[src/rtl/dot_acc_npairs_if.sv]
// dot_acc_npairs_if: beat-in / result-out handshake bundle for dot_acc_npairs.
//
// Signals (names are those of the original flat port list):
//   dot_acc_in_valid_i   input beat valid
//   dot_acc_in_ready_o   engine accepts a beat this cycle
//   dot_acc_in_last_i    beat closes the current vector
//   dot_acc_in_a_i       operand A per pair, signed
//   dot_acc_in_b_i       operand B per pair, signed
//   dot_acc_out_valid_o  result valid
//   dot_acc_out_ready_i  downstream takes the result
//   dot_acc_out_data_o   signed dot product
//   dot_acc_out_beats_o  beats in the vector (modulo 2^CNT_WIDTH)
//   dot_acc_out_sat_o    result was clamped
//
// Modports: master = producer/consumer side, slave = the engine.
// Parameters must match those of the dot_acc_npairs instance using it.
interface dot_acc_npairs_if #(
  parameter int unsigned N_PAIRS       = 4,
  parameter int unsigned OPERAND_WIDTH = 8,
  parameter int unsigned OUT_WIDTH     = 2 * OPERAND_WIDTH,
  parameter int unsigned CNT_WIDTH     = 10
);

  logic                                    dot_acc_in_valid_i;
  logic                                    dot_acc_in_ready_o;
  logic                                    dot_acc_in_last_i;
  logic [N_PAIRS-1:0][OPERAND_WIDTH-1:0]   dot_acc_in_a_i;
  logic [N_PAIRS-1:0][OPERAND_WIDTH-1:0]   dot_acc_in_b_i;
  logic                                    dot_acc_out_valid_o;
  logic                                    dot_acc_out_ready_i;
  logic [OUT_WIDTH-1:0]                    dot_acc_out_data_o;
  logic [CNT_WIDTH-1:0]                    dot_acc_out_beats_o;
  logic                                    dot_acc_out_sat_o;

  modport master (
    output dot_acc_in_valid_i,
    output dot_acc_in_last_i,
    output dot_acc_in_a_i,
    output dot_acc_in_b_i,
    output dot_acc_out_ready_i,
    input  dot_acc_in_ready_o,
    input  dot_acc_out_valid_o,
    input  dot_acc_out_data_o,
    input  dot_acc_out_beats_o,
    input  dot_acc_out_sat_o
  );

  modport slave (
    input  dot_acc_in_valid_i,
    input  dot_acc_in_last_i,
    input  dot_acc_in_a_i,
    input  dot_acc_in_b_i,
    input  dot_acc_out_ready_i,
    output dot_acc_in_ready_o,
    output dot_acc_out_valid_o,
    output dot_acc_out_data_o,
    output dot_acc_out_beats_o,
    output dot_acc_out_sat_o
  );

endinterface

[src/rtl/dot_acc_npairs.sv]
// dot_acc_npairs: pipelined multi-pair multiply-accumulate engine.
//
// Each accepted beat carries N_PAIRS signed operand pairs. Products are
// registered (P1), summed and registered (P2), then accumulated across beats
// until a beat flagged last; one signed result per vector is then held on a
// valid/ready output with full backpressure.
//
// Ports:
//   dot_acc_clk  clock, rising edge
//   dot_acc_rst  synchronous active-high reset
//   bus          dot_acc_npairs_if.slave (beat input and result output)
//
// Optional feature macro: DOT_ACC_SAT_EN
//   defined   : result clamped to the signed OUT_WIDTH range, out_sat flags it
//   undefined : result is the low OUT_WIDTH accumulator bits, out_sat = 0
//
// N_PAIRS must be >= 1 and OUT_WIDTH <= ACC_WIDTH.
module dot_acc_npairs #(
  parameter int unsigned N_PAIRS       = 4,
  parameter int unsigned OPERAND_WIDTH = 8,
  parameter int unsigned ACC_WIDTH     = 2 * OPERAND_WIDTH + $clog2(N_PAIRS) + 8,
  parameter int unsigned OUT_WIDTH     = 2 * OPERAND_WIDTH,
  parameter int unsigned CNT_WIDTH     = 10
) (
  input  logic            dot_acc_clk,
  input  logic            dot_acc_rst,
  dot_acc_npairs_if.slave bus
);

  localparam int unsigned PROD_W = 2 * OPERAND_WIDTH;
  localparam int unsigned SUM_W  = PROD_W + $clog2(N_PAIRS);

  typedef enum logic {
    S_IDLE,
    S_ACCUM
  } state_e;

  state_e                      state_q, state_d;

  logic signed [PROD_W-1:0]    p1_prod_q [N_PAIRS];
  logic signed [PROD_W-1:0]    p1_prod_d [N_PAIRS];
  logic                        p1_valid_q, p1_valid_d;
  logic                        p1_last_q, p1_last_d;

  logic signed [SUM_W-1:0]     p2_sum_q, p2_sum_d;
  logic                        p2_valid_q, p2_valid_d;
  logic                        p2_last_q, p2_last_d;

  logic signed [ACC_WIDTH-1:0] acc_q, acc_d;
  logic [CNT_WIDTH-1:0]        beats_q, beats_d;

  logic                        out_valid_q, out_valid_d;
  logic [OUT_WIDTH-1:0]        out_data_q, out_data_d;
  logic [CNT_WIDTH-1:0]        out_beats_q, out_beats_d;
  logic                        out_sat_q, out_sat_d;

  logic                        stall;
  logic                        load_out;
  logic signed [ACC_WIDTH-1:0] sum_ext;
  logic signed [ACC_WIDTH-1:0] acc_fin;
  logic [CNT_WIDTH-1:0]        beats_fin;
  logic [OUT_WIDTH-1:0]        res_data;
  logic                        res_sat;
`ifdef DOT_ACC_SAT_EN
  logic [ACC_WIDTH-OUT_WIDTH:0] hi_bits;
`endif

  // A held result that downstream refuses freezes the whole pipe, so the
  // input is refused on exactly those cycles and no beat is lost.
  always_comb begin
    stall = out_valid_q & ~bus.dot_acc_out_ready_i;
  end

  // P1: per-pair signed products.
  always_comb begin
    p1_valid_d = p1_valid_q;
    p1_last_d  = p1_last_q;
    for (int unsigned i = 0; i < N_PAIRS; i++) begin
      p1_prod_d[i] = p1_prod_q[i];
    end
    if (!stall) begin
      p1_valid_d = bus.dot_acc_in_valid_i;
      p1_last_d  = bus.dot_acc_in_last_i;
      for (int unsigned i = 0; i < N_PAIRS; i++) begin
        p1_prod_d[i] = PROD_W'($signed(bus.dot_acc_in_a_i[i]))
                     * PROD_W'($signed(bus.dot_acc_in_b_i[i]));
      end
    end
  end

  // P2: sign-extended sum of all products of the beat.
  always_comb begin
    p2_valid_d = p2_valid_q;
    p2_last_d  = p2_last_q;
    p2_sum_d   = p2_sum_q;
    if (!stall) begin
      p2_valid_d = p1_valid_q;
      p2_last_d  = p1_last_q;
      p2_sum_d   = '0;
      for (int unsigned i = 0; i < N_PAIRS; i++) begin
        p2_sum_d = p2_sum_d + SUM_W'(p1_prod_q[i]);
      end
    end
  end

  // Stage 3: the first beat of a vector loads, later beats add; the value
  // that goes into the accumulator is also the one a last beat publishes.
  always_comb begin
    sum_ext   = ACC_WIDTH'(p2_sum_q);
    acc_fin   = (state_q == S_ACCUM) ? (acc_q + sum_ext) : sum_ext;
    beats_fin = (state_q == S_ACCUM) ? (beats_q + CNT_WIDTH'(1)) : CNT_WIDTH'(1);

`ifdef DOT_ACC_SAT_EN
    // In range when every bit from the OUT_WIDTH sign bit upward agrees.
    hi_bits = acc_fin[ACC_WIDTH-1:OUT_WIDTH-1];
    if ((&hi_bits) || (~|hi_bits)) begin
      res_data = acc_fin[OUT_WIDTH-1:0];
      res_sat  = 1'b0;
    end else if (acc_fin[ACC_WIDTH-1]) begin
      res_data = {1'b1, {(OUT_WIDTH-1){1'b0}}};
      res_sat  = 1'b1;
    end else begin
      res_data = {1'b0, {(OUT_WIDTH-1){1'b1}}};
      res_sat  = 1'b1;
    end
`else
    res_data = acc_fin[OUT_WIDTH-1:0];
    res_sat  = 1'b0;
`endif

    state_d  = state_q;
    acc_d    = acc_q;
    beats_d  = beats_q;
    load_out = 1'b0;
    if (!stall && p2_valid_q) begin
      acc_d   = acc_fin;
      beats_d = beats_fin;
      if (p2_last_q) begin
        state_d  = S_IDLE;
        load_out = 1'b1;
      end else begin
        state_d  = S_ACCUM;
      end
    end
  end

  // Output register: a new result may replace one being taken on the same edge.
  always_comb begin
    out_valid_d = out_valid_q & ~bus.dot_acc_out_ready_i;
    out_data_d  = out_data_q;
    out_beats_d = out_beats_q;
    out_sat_d   = out_sat_q;
    if (load_out) begin
      out_valid_d = 1'b1;
      out_data_d  = res_data;
      out_beats_d = beats_fin;
      out_sat_d   = res_sat;
    end
  end

  always_ff @(posedge dot_acc_clk) begin
    if (dot_acc_rst) begin
      state_q     <= S_IDLE;
      p1_valid_q  <= 1'b0;
      p1_last_q   <= 1'b0;
      for (int unsigned i = 0; i < N_PAIRS; i++) begin
        p1_prod_q[i] <= '0;
      end
      p2_valid_q  <= 1'b0;
      p2_last_q   <= 1'b0;
      p2_sum_q    <= '0;
      acc_q       <= '0;
      beats_q     <= '0;
      out_valid_q <= 1'b0;
      out_data_q  <= '0;
      out_beats_q <= '0;
      out_sat_q   <= 1'b0;
    end else begin
      state_q     <= state_d;
      p1_valid_q  <= p1_valid_d;
      p1_last_q   <= p1_last_d;
      for (int unsigned i = 0; i < N_PAIRS; i++) begin
        p1_prod_q[i] <= p1_prod_d[i];
      end
      p2_valid_q  <= p2_valid_d;
      p2_last_q   <= p2_last_d;
      p2_sum_q    <= p2_sum_d;
      acc_q       <= acc_d;
      beats_q     <= beats_d;
      out_valid_q <= out_valid_d;
      out_data_q  <= out_data_d;
      out_beats_q <= out_beats_d;
      out_sat_q   <= out_sat_d;
    end
  end

  assign bus.dot_acc_in_ready_o  = ~stall;
  assign bus.dot_acc_out_valid_o = out_valid_q;
  assign bus.dot_acc_out_data_o  = out_data_q;
  assign bus.dot_acc_out_beats_o = out_beats_q;
  assign bus.dot_acc_out_sat_o   = out_sat_q;

endmodule

[src/flat_wrapper.sv]
// flat-port wrapper written by rule: the top's interface ports become plain ports
module dot_acc_npairs_flat 
#(
  parameter int unsigned N_PAIRS       = 4,
  parameter int unsigned OPERAND_WIDTH = 8,
  parameter int unsigned ACC_WIDTH     = 2 * OPERAND_WIDTH + $clog2(N_PAIRS) + 8,
  parameter int unsigned OUT_WIDTH     = 2 * OPERAND_WIDTH,
  parameter int unsigned CNT_WIDTH     = 10
)
  (dot_acc_clk, dot_acc_rst, bus_dot_acc_in_valid_i, bus_dot_acc_in_last_i, bus_dot_acc_in_a_i, bus_dot_acc_in_b_i, bus_dot_acc_out_ready_i, bus_dot_acc_in_ready_o, bus_dot_acc_out_valid_o, bus_dot_acc_out_data_o, bus_dot_acc_out_beats_o, bus_dot_acc_out_sat_o);
  dot_acc_npairs_if #(.N_PAIRS(N_PAIRS), .OPERAND_WIDTH(OPERAND_WIDTH), .OUT_WIDTH(OUT_WIDTH), .CNT_WIDTH(CNT_WIDTH)) bus_i ();
  input  logic dot_acc_clk;
  input  logic dot_acc_rst;
  input wire logic [$bits(bus_i.dot_acc_in_valid_i)-1:0] bus_dot_acc_in_valid_i;
  input wire logic [$bits(bus_i.dot_acc_in_last_i)-1:0] bus_dot_acc_in_last_i;
  input wire logic [$bits(bus_i.dot_acc_in_a_i)-1:0] bus_dot_acc_in_a_i;
  input wire logic [$bits(bus_i.dot_acc_in_b_i)-1:0] bus_dot_acc_in_b_i;
  input wire logic [$bits(bus_i.dot_acc_out_ready_i)-1:0] bus_dot_acc_out_ready_i;
  output wire logic [$bits(bus_i.dot_acc_in_ready_o)-1:0] bus_dot_acc_in_ready_o;
  output wire logic [$bits(bus_i.dot_acc_out_valid_o)-1:0] bus_dot_acc_out_valid_o;
  output wire logic [$bits(bus_i.dot_acc_out_data_o)-1:0] bus_dot_acc_out_data_o;
  output wire logic [$bits(bus_i.dot_acc_out_beats_o)-1:0] bus_dot_acc_out_beats_o;
  output wire logic [$bits(bus_i.dot_acc_out_sat_o)-1:0] bus_dot_acc_out_sat_o;
  assign bus_i.dot_acc_in_valid_i = bus_dot_acc_in_valid_i;
  assign bus_i.dot_acc_in_last_i = bus_dot_acc_in_last_i;
  assign bus_i.dot_acc_in_a_i = bus_dot_acc_in_a_i;
  assign bus_i.dot_acc_in_b_i = bus_dot_acc_in_b_i;
  assign bus_i.dot_acc_out_ready_i = bus_dot_acc_out_ready_i;
  assign bus_dot_acc_in_ready_o = bus_i.dot_acc_in_ready_o;
  assign bus_dot_acc_out_valid_o = bus_i.dot_acc_out_valid_o;
  assign bus_dot_acc_out_data_o = bus_i.dot_acc_out_data_o;
  assign bus_dot_acc_out_beats_o = bus_i.dot_acc_out_beats_o;
  assign bus_dot_acc_out_sat_o = bus_i.dot_acc_out_sat_o;
  dot_acc_npairs #(.N_PAIRS(N_PAIRS), .OPERAND_WIDTH(OPERAND_WIDTH), .ACC_WIDTH(ACC_WIDTH), .OUT_WIDTH(OUT_WIDTH), .CNT_WIDTH(CNT_WIDTH)) u_core (.dot_acc_clk(dot_acc_clk), .dot_acc_rst(dot_acc_rst), .bus(bus_i));
endmodule
[config.mk]
export PLATFORM = sky130hd
export DESIGN_NAME = dot_acc_npairs_flat
export DESIGN_NICKNAME = d
export VERILOG_FILES = /design/src/rtl/dot_acc_npairs_if.sv /design/src/rtl/dot_acc_npairs.sv /design/src/flat_wrapper.sv
export SDC_FILE = /design/constraint.sdc
export NUM_CORES = 1
export LEC_CHECK = 0
export ABC_CLOCK_PERIOD_IN_PS = 6550
export BUFFER_PORTS_ARGS = -buffer_cell sky130_fd_sc_hd__buf_2
export CORE_AREA = 5 5 212 214
export DETAILED_ROUTE_END_ITERATION = 12
export DIE_AREA = 0 0 217 219
export HOLD_SLACK_MARGIN = 0.05
export PLACE_DENSITY = 0.52
export SLEW_MARGIN = 15
export SYNTH_ARGS = -nofsm -noshare
export SYNTH_HDL_FRONTEND = slang
export SYNTH_SLANG_ARGS = --single-unit
[constraint.sdc]
create_clock -name dot_acc_clk -period 6.55 [get_ports dot_acc_clk]
set_input_delay 1.965 -clock dot_acc_clk [delete_from_list [all_inputs] [get_ports dot_acc_clk]]
set_output_delay 1.965 -clock dot_acc_clk [all_outputs]
set_load 0.1 [all_outputs]
==> qor.txt <==
NumNets Final: 2472
HPWL reported at the end of detailed placement: 31600 µm
deepest clock path buffer count: 2
Final Cycle Share: 89.9%
average routed wire per standard cell: 15.1 µm
outcome: complete, no violations
ys flop type: dfxtp_1
number of nets with antenna violations after detailed routing: 0
cell at the root of the clock tree: clkbuf_16
FILL cells: 4292
top post-synthesis cells by area: fa_1 30%, dfxtp_1 16%, ha_1 11%
number of levels in the clock H-tree: 4
Slew Viols, Final: 0
total of buffers placed on input and output ports: 96
transition time at the pin with the least slew margin: 1.11 ns
master of the slowest instance on the critical path: fa_1
area delta synth->final: 9.82%
total power density per cell area: 396 mW/mm²
fraction of met1 tracks used by global routing: 23.6%
Clk network pwr share: 14.1%
Synth cell types: 71
number of maximum-capacitance constraint violations: 0
number of synthesized flops with an enable pin: 0
total detailed-routing wirelength: 38800 µm
grt met2 use: 28.8%
Yosys warnings: 0
overall overflow remaining after global route: 0
total power consumption of the routed design: 7360 µW
portion of the post-synthesis area used by sequential elements: 16.3%
flip-flop and latch count after synthesis: 138
FF/Latch Area: 0.00276 mm²
count of pins on the block boundary: 98
TritonCTS clock tree: done
worst-case headroom to the max-slew limit: 25.7%
switching fraction of total power: 45.2%
Global Route met3 Usage: 2.19%
router iterations before antenna repair: 5
most used routing layer: met2
Synth async-reset ratio: 0%
largest net degree at the start of global routing: 95
multi-input logic area: 0.0127 mm²
nets in the synthesized netlist: 2403
total core area: 0.0427 mm²
# rows: 76
combinational cell fraction of total power: 69.1%
post-synthesis average cell area: 8.74 µm²
maximum vdd ir drop: 0.000216 V
overall routing resource usage: 17.0%
vias in the first global route: 13300
Critical R2R Launch: u_core.p1_prod_q[1][1]$_SDFFE_PP0N_
post-CTS clock slew at the launch and capture registers of the worst setup and hold paths: 0.06 ns
clock latency on the worst-skew pair: 0.43 ns
worst min-delay path startpoint: u_core.bus.dot_acc_out_beats_o[2]$_SDFFE_PP0P_
netlist area before placement: 0.0169 mm²
antenna diode instance count: 0
antenna violations before repair: 0
kind of capture point of the worst setup path: flop
share of cells above drive strength 1: 7.58%
wire length of the first global-routing pass: 66900 µm
setup repair after global routing missed its margin: false
Routability Congestion: 0.821
fmax: 170 MHz
die span in x: 217 µm
via density per instance: 5.00
most numerous cell in the Yosys netlist: inv_1
path type of the worst setup path: in -> reg
required time of the worst setup path: 6.84 ns
setup bufs post-CTS: 0
worst min-delay path class: reg -> reg
part of the power in registers: 16.8%
TritonCTS buffer count: 17
synth cell count leaders: 328 x inv_1, 251 x fa_1, 202 x nand2_1
Leak: 0.00874 µW
clock period minus final worst setup slack: 5.89 ns
overall die area: 0.0475 mm²
number of clock sinks: 138
share of the synthesized area in the top cell type: 29.7%
largest stage delay on the critical path: 0.62 ns
Critical Path AT: 6.18 ns
Final Hold Violating Endpoints: 0
vertical die dimension: 219 µm
type of element launching the critical path: primary input
TNS Setup: 0 ns
count of vias placed by the detailed router: 12800
CP max FO: 8
power dissipated by switching net loads: 3330 µW
Gate Count Post-Synth: 1936
Max Clock Skew: 0.0103 ns
cell type contributing the most total cell area after synthesis: fa_1
Starting Density: 39.6%
DRC violations left: 0
count of instances resized after the clock tree is built: 0
list of cells traversed by the critical path: buf_2 -> and2_1 -> fa_1 -> inv_1 -> fa_1 -> inv_1 -> fa_1 -> inv_1 -> fa_1 -> inv_1 -> ha_1 -> and3_1 -> a211oi_1 -> a21oi_1 -> xnor2_1 -> a21oi_1
Worst Setup SP: bus_dot_acc_in_a_i[23]
final setup violation count: 0
internal power consumption: 4040 µW
number of hold buffers added after CTS: 0
initial DRC count: 507
==> stage by stage <==
| stage | hold slack, ns | std cells | instance area, µm² | utilization, % | worst slack, ns |
|---|---|---|---|---|---|
| after floorplan | 0.432 | 1936 | 16900 | - | 0.613 |
| after global placement | 0.439 | 2532 | 18000 | 42.1 | 0.286 |
| after detailed placement | 0.446 | 2532 | 18000 | 42.1 | 0.235 |
| after CTS | 0.453 | 2564 | 18600 | 43.5 | 0.663 |
| after global routing | 0.480 | 2564 | 18600 | 43.5 | 0.396 |
| final | 0.448 | 2564 | 18600 | 43.5 | 0.660 |
==> sequential cells by signal, summed over array words and instances, names as in the netlist <==
register                        cells
u_core.p2_sum_q                    16
u_core.bus.dot_acc_out_data_o      16
u_core.p1_last_q                    1
u_core.p2_last_q                    1
u_core.state_q                      1
u_core.bus.dot_acc_out_beats_o     10
u_core.p1_valid_q                   1
u_core.p2_valid_q                   1
u_core.beats_q                     10
u_core.acc_q                       16
u_core.bus.dot_acc_out_valid_o      1
u_core.p1_prod_q                   64
==> cells by family (layout without fill, tap and decap cells) <==
kind of cell / Yosys count / after routing / share of synthesized area, %
compound gates: 320 / 320 / 11.8
xor+xnor: 68 / 68 / 3.52
fa+ha+maj: 398 / 398 / 40.6
buf+inv: 384 / 466 / 8.55
flops: 138 / 138 / 16.3
mux: 14 / 14 / 0.857
other cells: 1 / 1 / 0.0222
simple gates: 613 / 613 / 18.4
==> area by class of cell <==
| class | instances | area share (%) |
|---|---|---|
| clock buffers | 19 | 2.38 |
| clock inverters | 13 | 1.02 |
| inverters | 329 | 6.64 |
| multi-input cells | 1414 | 68.5 |
| flip-flops and latches | 138 | 14.9 |
| well taps | 546 | 3.68 |
| repair buffers | 105 | 2.96 |
==> path summary, 6_finish.rpt <==
kind         depth (start not counted)  slack [ns]                                              to
max                                 16        0.66            u_core.p1_prod_q[2][15]$_SDFFE_PP0N_
min                                  2        0.45  u_core.bus.dot_acc_out_beats_o[2]$_SDFFE_PP0P_
max reg2reg                         12        3.09                u_core.p2_sum_q[13]$_SDFFE_PP0N_
min reg2reg                          2        0.45  u_core.bus.dot_acc_out_beats_o[2]$_SDFFE_PP0P_
==> layer usage <==
metal  wire (µm)  up-vias
li1            -     6362
met1       18400     6305
met2       18900      143
met3        1090       21
met4         351        0
met5           0        -
==> layout by cell type (no fill, tap or decap), types with 17 or more instances in the layout <==
cell type / n
ha_1: 147
nand3_1: 48
dfxtp_1: 138
xnor2_1: 57
a21o_1: 19
a21oi_1: 128
o21ai_0: 52
nor2b_1: 27
nor3_1: 29
inv_1: 327
nand2_1: 202
nor2_1: 68
fa_1: 251
buf_2: 95
and2_1: 171
a211oi_1: 30
clkbuf_16: 17
o21a_1: 25
==> power by group through the flow <==
| stage | Combinational (µW) | Sequential, µW | Clock, µW |
|---|---|---|---|
| after detailed placement | 5120 | 1260 | 0 |
| after global routing | 5900 | 1260 | 1100 |
| after global placement | 5080 | 1250 | 0 |
| after CTS | 5170 | 1240 | 1070 |
| after floorplan | 4050 | 1190 | 0 |
| final | 5090 | 1240 | 1040 |
==> worst max-delay path, delay by kind of cell <==
family	cells	cell delay, ns
AOI/OAI and AO/OA	3	0.59
xor gates and xnor gates	1	0.18
adders and majority gates	5	2.58
buffers and inverters	5	0.44
and+or+nand+nor	2	0.41
No activity file was read; power rests on OpenSTA's default activity.
